<file path="config.mk">
export PLATFORM = sky130hd
export DESIGN_NAME = inst_mem_loader_flat
export DESIGN_NICKNAME = d
export VERILOG_FILES = /design/src/rtl/inst_mem_loader_if.sv /design/src/rtl/inst_mem_loader.sv /design/src/flat_wrapper.sv
export SDC_FILE = /design/constraint.sdc
export NUM_CORES = 1
export LEC_CHECK = 0
export CAP_MARGIN = 25
export CORE_MARGIN = 2
export CORE_UTILIZATION = 52
export CTS_BUF_LIST = sky130_fd_sc_hd__clkbuf_16
export DETAILED_ROUTE_END_ITERATION = 10
export PLACE_DENSITY = 0.76
export SYNTH_ARGS = -nofsm -noshare
export SYNTH_HDL_FRONTEND = slang
export SYNTH_SLANG_ARGS = --single-unit
</file>
<file path="constraint.sdc">
create_clock -name clk_i -period 2.4 [get_ports clk_i]
set_input_delay 0.48 -clock clk_i [delete_from_list [all_inputs] [get_ports clk_i]]
set_output_delay 0.48 -clock clk_i [all_outputs]
set_load 0.1 [all_outputs]
</file>
<file path="src/rtl/inst_mem_loader_if.sv">
// inst_mem_loader_if: byte-stream input, memory write port and status lines of the program loader
interface inst_mem_loader_if #(parameter int DW = 32);
  logic          start_i;
  logic          in_valid_i;
  logic [7:0]    in_data_i;
  logic          in_ready_o;
  logic          we_o;
  logic [DW-1:0] waddr_o;
  logic [DW-1:0] wdata_o;
  logic          core_hold_o;
  logic          busy_o;
  logic          done_o;
  logic          err_o;
  logic [15:0]   words_loaded_o;
  modport master (
    output start_i, in_valid_i, in_data_i,
    input  in_ready_o, we_o, waddr_o, wdata_o, core_hold_o, busy_o, done_o, err_o, words_loaded_o
  );
  modport slave (
    input  start_i, in_valid_i, in_data_i,
    output in_ready_o, we_o, waddr_o, wdata_o, core_hold_o, busy_o, done_o, err_o, words_loaded_o
  );
endinterface

</file>
<file path="src/rtl/inst_mem_loader.sv">
// inst_mem_loader: writes a length-prefixed little-endian byte stream into instruction memory, holding the core in reset meanwhile
module inst_mem_loader #(
  parameter int DW             = 32,
  parameter int MEM_SIZE_IN_KB = 1,
  parameter int NO_OF_REGS     = MEM_SIZE_IN_KB*1024/4,
  parameter int AW             = $clog2(NO_OF_REGS)
) (
  input logic           clk_i,
  input logic           rst_i,
  inst_mem_loader_if.slave bus
);
  typedef enum logic [2:0] {IDLE, LEN_LO, LEN_HI, DATA, WRITE, DONE, ERR} state_t;
  localparam logic [16:0] MAX_N = 17'(NO_OF_REGS);
  state_t        r_state, w_next;
  logic [15:0]   r_len, r_words, w_len_full;
  logic [1:0]    r_byte_cnt;
  logic [23:0]   r_buf;
  logic [DW-1:0] r_waddr, r_wdata;
  logic          w_acc, w_restart;
  assign bus.in_ready_o     = r_state inside {LEN_LO, LEN_HI, DATA};
  assign bus.we_o           = r_state == WRITE;
  assign bus.core_hold_o    = r_state != DONE;
  assign bus.busy_o         = r_state inside {LEN_LO, LEN_HI, DATA, WRITE};
  assign bus.done_o         = r_state == DONE;
  assign bus.err_o          = r_state == ERR;
  assign bus.waddr_o        = r_waddr;
  assign bus.wdata_o        = r_wdata;
  assign bus.words_loaded_o = r_words;
  assign w_acc      = bus.in_valid_i && bus.in_ready_o;
  assign w_restart  = bus.start_i && (r_state inside {IDLE, DONE, ERR});
  assign w_len_full = {bus.in_data_i, r_len[7:0]};
  always_comb begin
    w_next = r_state;
    case (r_state)
      IDLE, DONE, ERR: w_next = w_restart ? LEN_LO : r_state;
      LEN_LO:          w_next = w_acc ? LEN_HI : LEN_LO;
      LEN_HI:          w_next = !w_acc ? LEN_HI : (w_len_full == 16'd0) ? DONE : ({1'b0, w_len_full} > MAX_N) ? ERR : DATA;
      DATA:            w_next = (w_acc && r_byte_cnt == 2'd3) ? WRITE : DATA;
      WRITE:           w_next = (r_words + 16'd1 == r_len) ? DONE : DATA;
      default:         w_next = IDLE;
    endcase
  end
  always_ff @(posedge clk_i) begin
    if (!rst_i) begin
      r_state    <= IDLE;
      r_len      <= '0;
      r_words    <= '0;
      r_byte_cnt <= '0;
      r_buf      <= '0;
      r_waddr    <= '0;
      r_wdata    <= '0;
    end else begin
      r_state <= w_next;
      if (w_restart) begin
        r_words    <= '0;
        r_byte_cnt <= '0;
      end
      if (w_acc && r_state == LEN_LO) r_len[7:0] <= bus.in_data_i;
      if (w_acc && r_state == LEN_HI) r_len[15:8] <= bus.in_data_i;
      if (w_acc && r_state == DATA) begin
        r_byte_cnt <= r_byte_cnt + 2'd1;
        if (r_byte_cnt == 2'd3) begin
          r_wdata <= {bus.in_data_i, r_buf};
          r_waddr <= DW'({r_words[AW-1:0], 2'b00});
        end else begin
          r_buf[{r_byte_cnt, 3'b000} +: 8] <= bus.in_data_i;
        end
      end
      if (r_state == WRITE) r_words <= r_words + 16'd1;
    end
  end
endmodule

</file>
<file path="src/flat_wrapper.sv">
// flat-port wrapper written by rule: the top's interface ports become plain ports
module inst_mem_loader_flat 
#(
  parameter int DW             = 32,
  parameter int MEM_SIZE_IN_KB = 1,
  parameter int NO_OF_REGS     = MEM_SIZE_IN_KB*1024/4,
  parameter int AW             = $clog2(NO_OF_REGS)
)
  (clk_i, rst_i, bus_start_i, bus_in_valid_i, bus_in_data_i, bus_in_ready_o, bus_we_o, bus_waddr_o, bus_wdata_o, bus_core_hold_o, bus_busy_o, bus_done_o, bus_err_o, bus_words_loaded_o);
  inst_mem_loader_if #(.DW(DW)) bus_i ();
  input logic clk_i;
  input logic rst_i;
  input wire logic [$bits(bus_i.start_i)-1:0] bus_start_i;
  input wire logic [$bits(bus_i.in_valid_i)-1:0] bus_in_valid_i;
  input wire logic [$bits(bus_i.in_data_i)-1:0] bus_in_data_i;
  output wire logic [$bits(bus_i.in_ready_o)-1:0] bus_in_ready_o;
  output wire logic [$bits(bus_i.we_o)-1:0] bus_we_o;
  output wire logic [$bits(bus_i.waddr_o)-1:0] bus_waddr_o;
  output wire logic [$bits(bus_i.wdata_o)-1:0] bus_wdata_o;
  output wire logic [$bits(bus_i.core_hold_o)-1:0] bus_core_hold_o;
  output wire logic [$bits(bus_i.busy_o)-1:0] bus_busy_o;
  output wire logic [$bits(bus_i.done_o)-1:0] bus_done_o;
  output wire logic [$bits(bus_i.err_o)-1:0] bus_err_o;
  output wire logic [$bits(bus_i.words_loaded_o)-1:0] bus_words_loaded_o;
  assign bus_i.start_i = bus_start_i;
  assign bus_i.in_valid_i = bus_in_valid_i;
  assign bus_i.in_data_i = bus_in_data_i;
  assign bus_in_ready_o = bus_i.in_ready_o;
  assign bus_we_o = bus_i.we_o;
  assign bus_waddr_o = bus_i.waddr_o;
  assign bus_wdata_o = bus_i.wdata_o;
  assign bus_core_hold_o = bus_i.core_hold_o;
  assign bus_busy_o = bus_i.busy_o;
  assign bus_done_o = bus_i.done_o;
  assign bus_err_o = bus_i.err_o;
  assign bus_words_loaded_o = bus_i.words_loaded_o;
  inst_mem_loader #(.DW(DW), .MEM_SIZE_IN_KB(MEM_SIZE_IN_KB), .NO_OF_REGS(NO_OF_REGS), .AW(AW)) u_core (.clk_i(clk_i), .rst_i(rst_i), .bus(bus_i));
endmodule
</file>
==> results.toml <==
[run_status]
outcome = "complete, no violations"

[synth]
synth_top_family_by_area = "simple AND/OR/NAND/NOR gates"
synthSimpleGateAreaFrac = 0.2650
async_reset_ff_frac = 0
synthXorXnorAreaFrac = 0.04366
synth.avg_cell_area_um2 = 8.088
ys.flop_type = "dfxtp_1"
yosys.area_share.adder = 0.01497
ys_seq_area_frac = 0.4032
ys_warn_count = 0
synth-seq-cells = 101
synth-edff-count = 0
synth_compound_area_frac = 0.1796
synth_area_um2 = 5015
synthCells = 620
synthMuxAreaShare = 0.01597
synthDistinctLibCells = 52

[timing]
min_period_ps = 2163
max_freq_mhz = 462.4
setup_tns_ps = 0
final_hold_viol_count = 0
fin_hold_ws_ps = 454.1
drv_slew = 0
slew-limit-headroom = 0.6407
finClkSkew_ps = 10.11
worst_slew_pin_slew_ps = 538.3
setup_viol = 0
fin_crit_sh = 0.9012
rsz0062_at_grt = "no"

[drt]
drt_wl_total_um = 12240
drtIter0Drc = 210
wl_per_cell_um = 14.86
antenna_left = 0
vias_per_cell = 5.316
vias = 4380
drc = 0
drt_first_pass_iters = 5

[global_routing]
grt_overflow = 0
grt_pass1_wl_um = 20010
antenna_found_initial = 0
grt_util_all_layers = 0.2427
grt_pass1_vias = 4088
grt_max_degree = 47

[finish]
antenna_cells = 0
finish.net_count = 708
drive_above_1_share = 0.1683
fin_area_um2 = 6043
nFillCells = 811
area_growth_pct = 20.51

[clock_tree]
cts_buffers = 9
cts_resized = 0
clkSlewWorstSetupHoldPaths_ps = 70
root_buffer = "clkbuf_16"
cts_hold_buf = 0
clock_sinks = 101
cts_tree = "done"
cts.path.max_buffers = 2
insertion_delay_ps = 350
cts_max_level = 3
post-cts-setup-buffer-count = 0

[placement]
place_area_um2 = 5754
finalWeightedCongestion = 0.8823
io_buffers = 73
hpwl_um = 8561

[setup_path]
r2r-start = "u_core.r_state[1]"
cp.required_ps = 1920
worstPathArrival_ps = 1680
start_kind = "register"
path_class = "reg -> out"
crit_path_start = "u_core.r_state[1]"
path_max_fanout = 14
critPathCaptureType = "output port"

[floorplan]
num_rows = 35
die_x_um = 102.2
die_area_um2 = 10450
dieHeight_um = 102.2
initial_core_util = 0.5402
io_pins = 98
core_um2 = 9284

[pwr]
fin_total_pwr_mw = 4.009
p_leak_nw = 2.249
irDropWorstVdd_mv = 0.6655
p_per_area_nw_per_um2 = 663.4

[job]
cap_violations = 0

[worst_hold_path]
hold_class = "reg -> reg"
hold_start = "u_core.bus.wdata_o[5]"
## power breakdown
| group | total, mW | switching, mW | leakage, nW | internal (mW) |
|---|---|---|---|---|
| combinational | 0.813 | 0.557 | 1.30 | 0.256 |
| sequential | 1.77 | 0.0595 | 0.816 | 1.71 |
| clock | 1.43 | 0.700 | 0.136 | 0.728 |
| total | 4.01 | 1.32 | 2.25 | 2.69 |
## sequential cells by signal, indices dropped and copies added (netlist names)
signal and count:
u_core.bus.waddr_o 8, u_core.r_state 3, u_core.r_buf 24, u_core.bus.wdata_o 32, u_core.bus.words_loaded_o 16, u_core.r_len 16, u_core.r_byte_cnt 2
## cell type report
| cell class | instances | area [µm²] | share of cell area |
|---|---|---|---|
| well taps | 129 | 161.4 | 0.02671 |
| multi-input cells | 474 | 2694 | 0.4458 |
| clock inverters | 7 | 63.81 | 0.01056 |
| flip-flops and latches | 101 | 2027 | 0.3354 |
| inverters | 6 | 26.28 | 0.004348 |
| clock buffers | 9 | 225.2 | 0.03727 |
| repair buffers | 98 | 845.8 | 0.1400 |
## path summary, 6_finish.rpt
path | end | slack (ps) | cells past startpoint
setup / recovery | bus_err_o | 240 | 3
hold / removal | u_core.bus.wdata_o[5] | 450 | 2
hold reg to reg | u_core.bus.wdata_o[5] | 450 | 2
setup reg to reg | u_core.r_buf[4] | 340 | 5
## metal layers
metal / share of wire / GRT usage
met5: 0 / 0
met4: 0.016 / 0.07282
met3: 0.063 / 0.03215
met2: 0.47 / 0.3978
met1: 0.45 / 0.3355
## logic make-up (layout without fill, tap and decap cells)
logic type | Yosys count | in the layout
AO/OA/AOI/OAI | 130 | 130
XOR/XNOR | 25 | 25
adder cells (fa/ha/maj) | 6 | 6
buffers and inverters | 68 | 120
flip-flops | 101 | 101
multiplexers | 8 | 8
other | 1 | 24
AND/OR/NAND/NOR | 281 | 281
## cells in the mapped netlist, drive strengths merged, types with 7 or more instances
cell type | instances | area share
nand2 | 145 | 0.11
dfxtp | 101 | 0.40
a21boi | 82 | 0.12
buf | 44 | 0.059
nand3 | 39 | 0.040
nor2 | 26 | 0.019
o21ai | 26 | 0.026
clkbuf | 18 | 0.013
nor2b | 15 | 0.019
xnor2 | 15 | 0.026
a21oi | 10 | 0.010
and2 | 10 | 0.012
xor2 | 10 | 0.017
mux2i | 8 | 0.016
and3 | 7 | 0.011
nor3 | 7 | 0.010
## per-stage QoR
step	cells	setup WS, ps	util
global route	824	129.9	0.6509
detailed placement	808	15.27	0.6198
CTS	824	247.9	0.6509
floorplan	643	-154.0	-
finish	824	237.2	0.6509
global placement	808	170.4	0.6198
## cells in the final DEF (no fill, tap or decap), types with 2 or more instances in the layout
master | netlist | routed
nor3_1 | 5 | 5
dfxtp_1 | 101 | 97
inv_8 | 0 | 2
nand2b_1 | 2 | 2
xor2_1 | 10 | 10
inv_6 | 0 | 2
nor2b_1 | 15 | 15
mux2i_1 | 8 | 8
and2_1 | 10 | 10
and4_1 | 3 | 3
clkdlybuf4s50_1 | 0 | 10
nor4_1 | 5 | 5
nor3b_1 | 3 | 3
dfxtp_2 | 0 | 4
nor2_1 | 26 | 26
nand3b_1 | 3 | 3
buf_4 | 26 | 80
a21oi_1 | 10 | 10
clkbuf_16 | 0 | 9
nand2_1 | 145 | 145
and3_1 | 5 | 5
nand4_1 | 5 | 5
ha_1 | 6 | 6
inv_1 | 6 | 5
clkinvlp_4 | 0 | 3
a21boi_0 | 72 | 72
o21ai_0 | 25 | 25
xnor2_1 | 15 | 15
nand3_1 | 38 | 38
and3_4 | 2 | 2
conb_1 | 1 | 24
or3_1 | 6 | 6
buf_12 | 0 | 7
a21boi_1 | 10 | 10
## critical path: stages (launching register included)
cell      delay (ps)
dfxtp_1          660
nand2b_1         200
nor2_1           260
buf_12           210
Power figures use the tool's default switching activity.
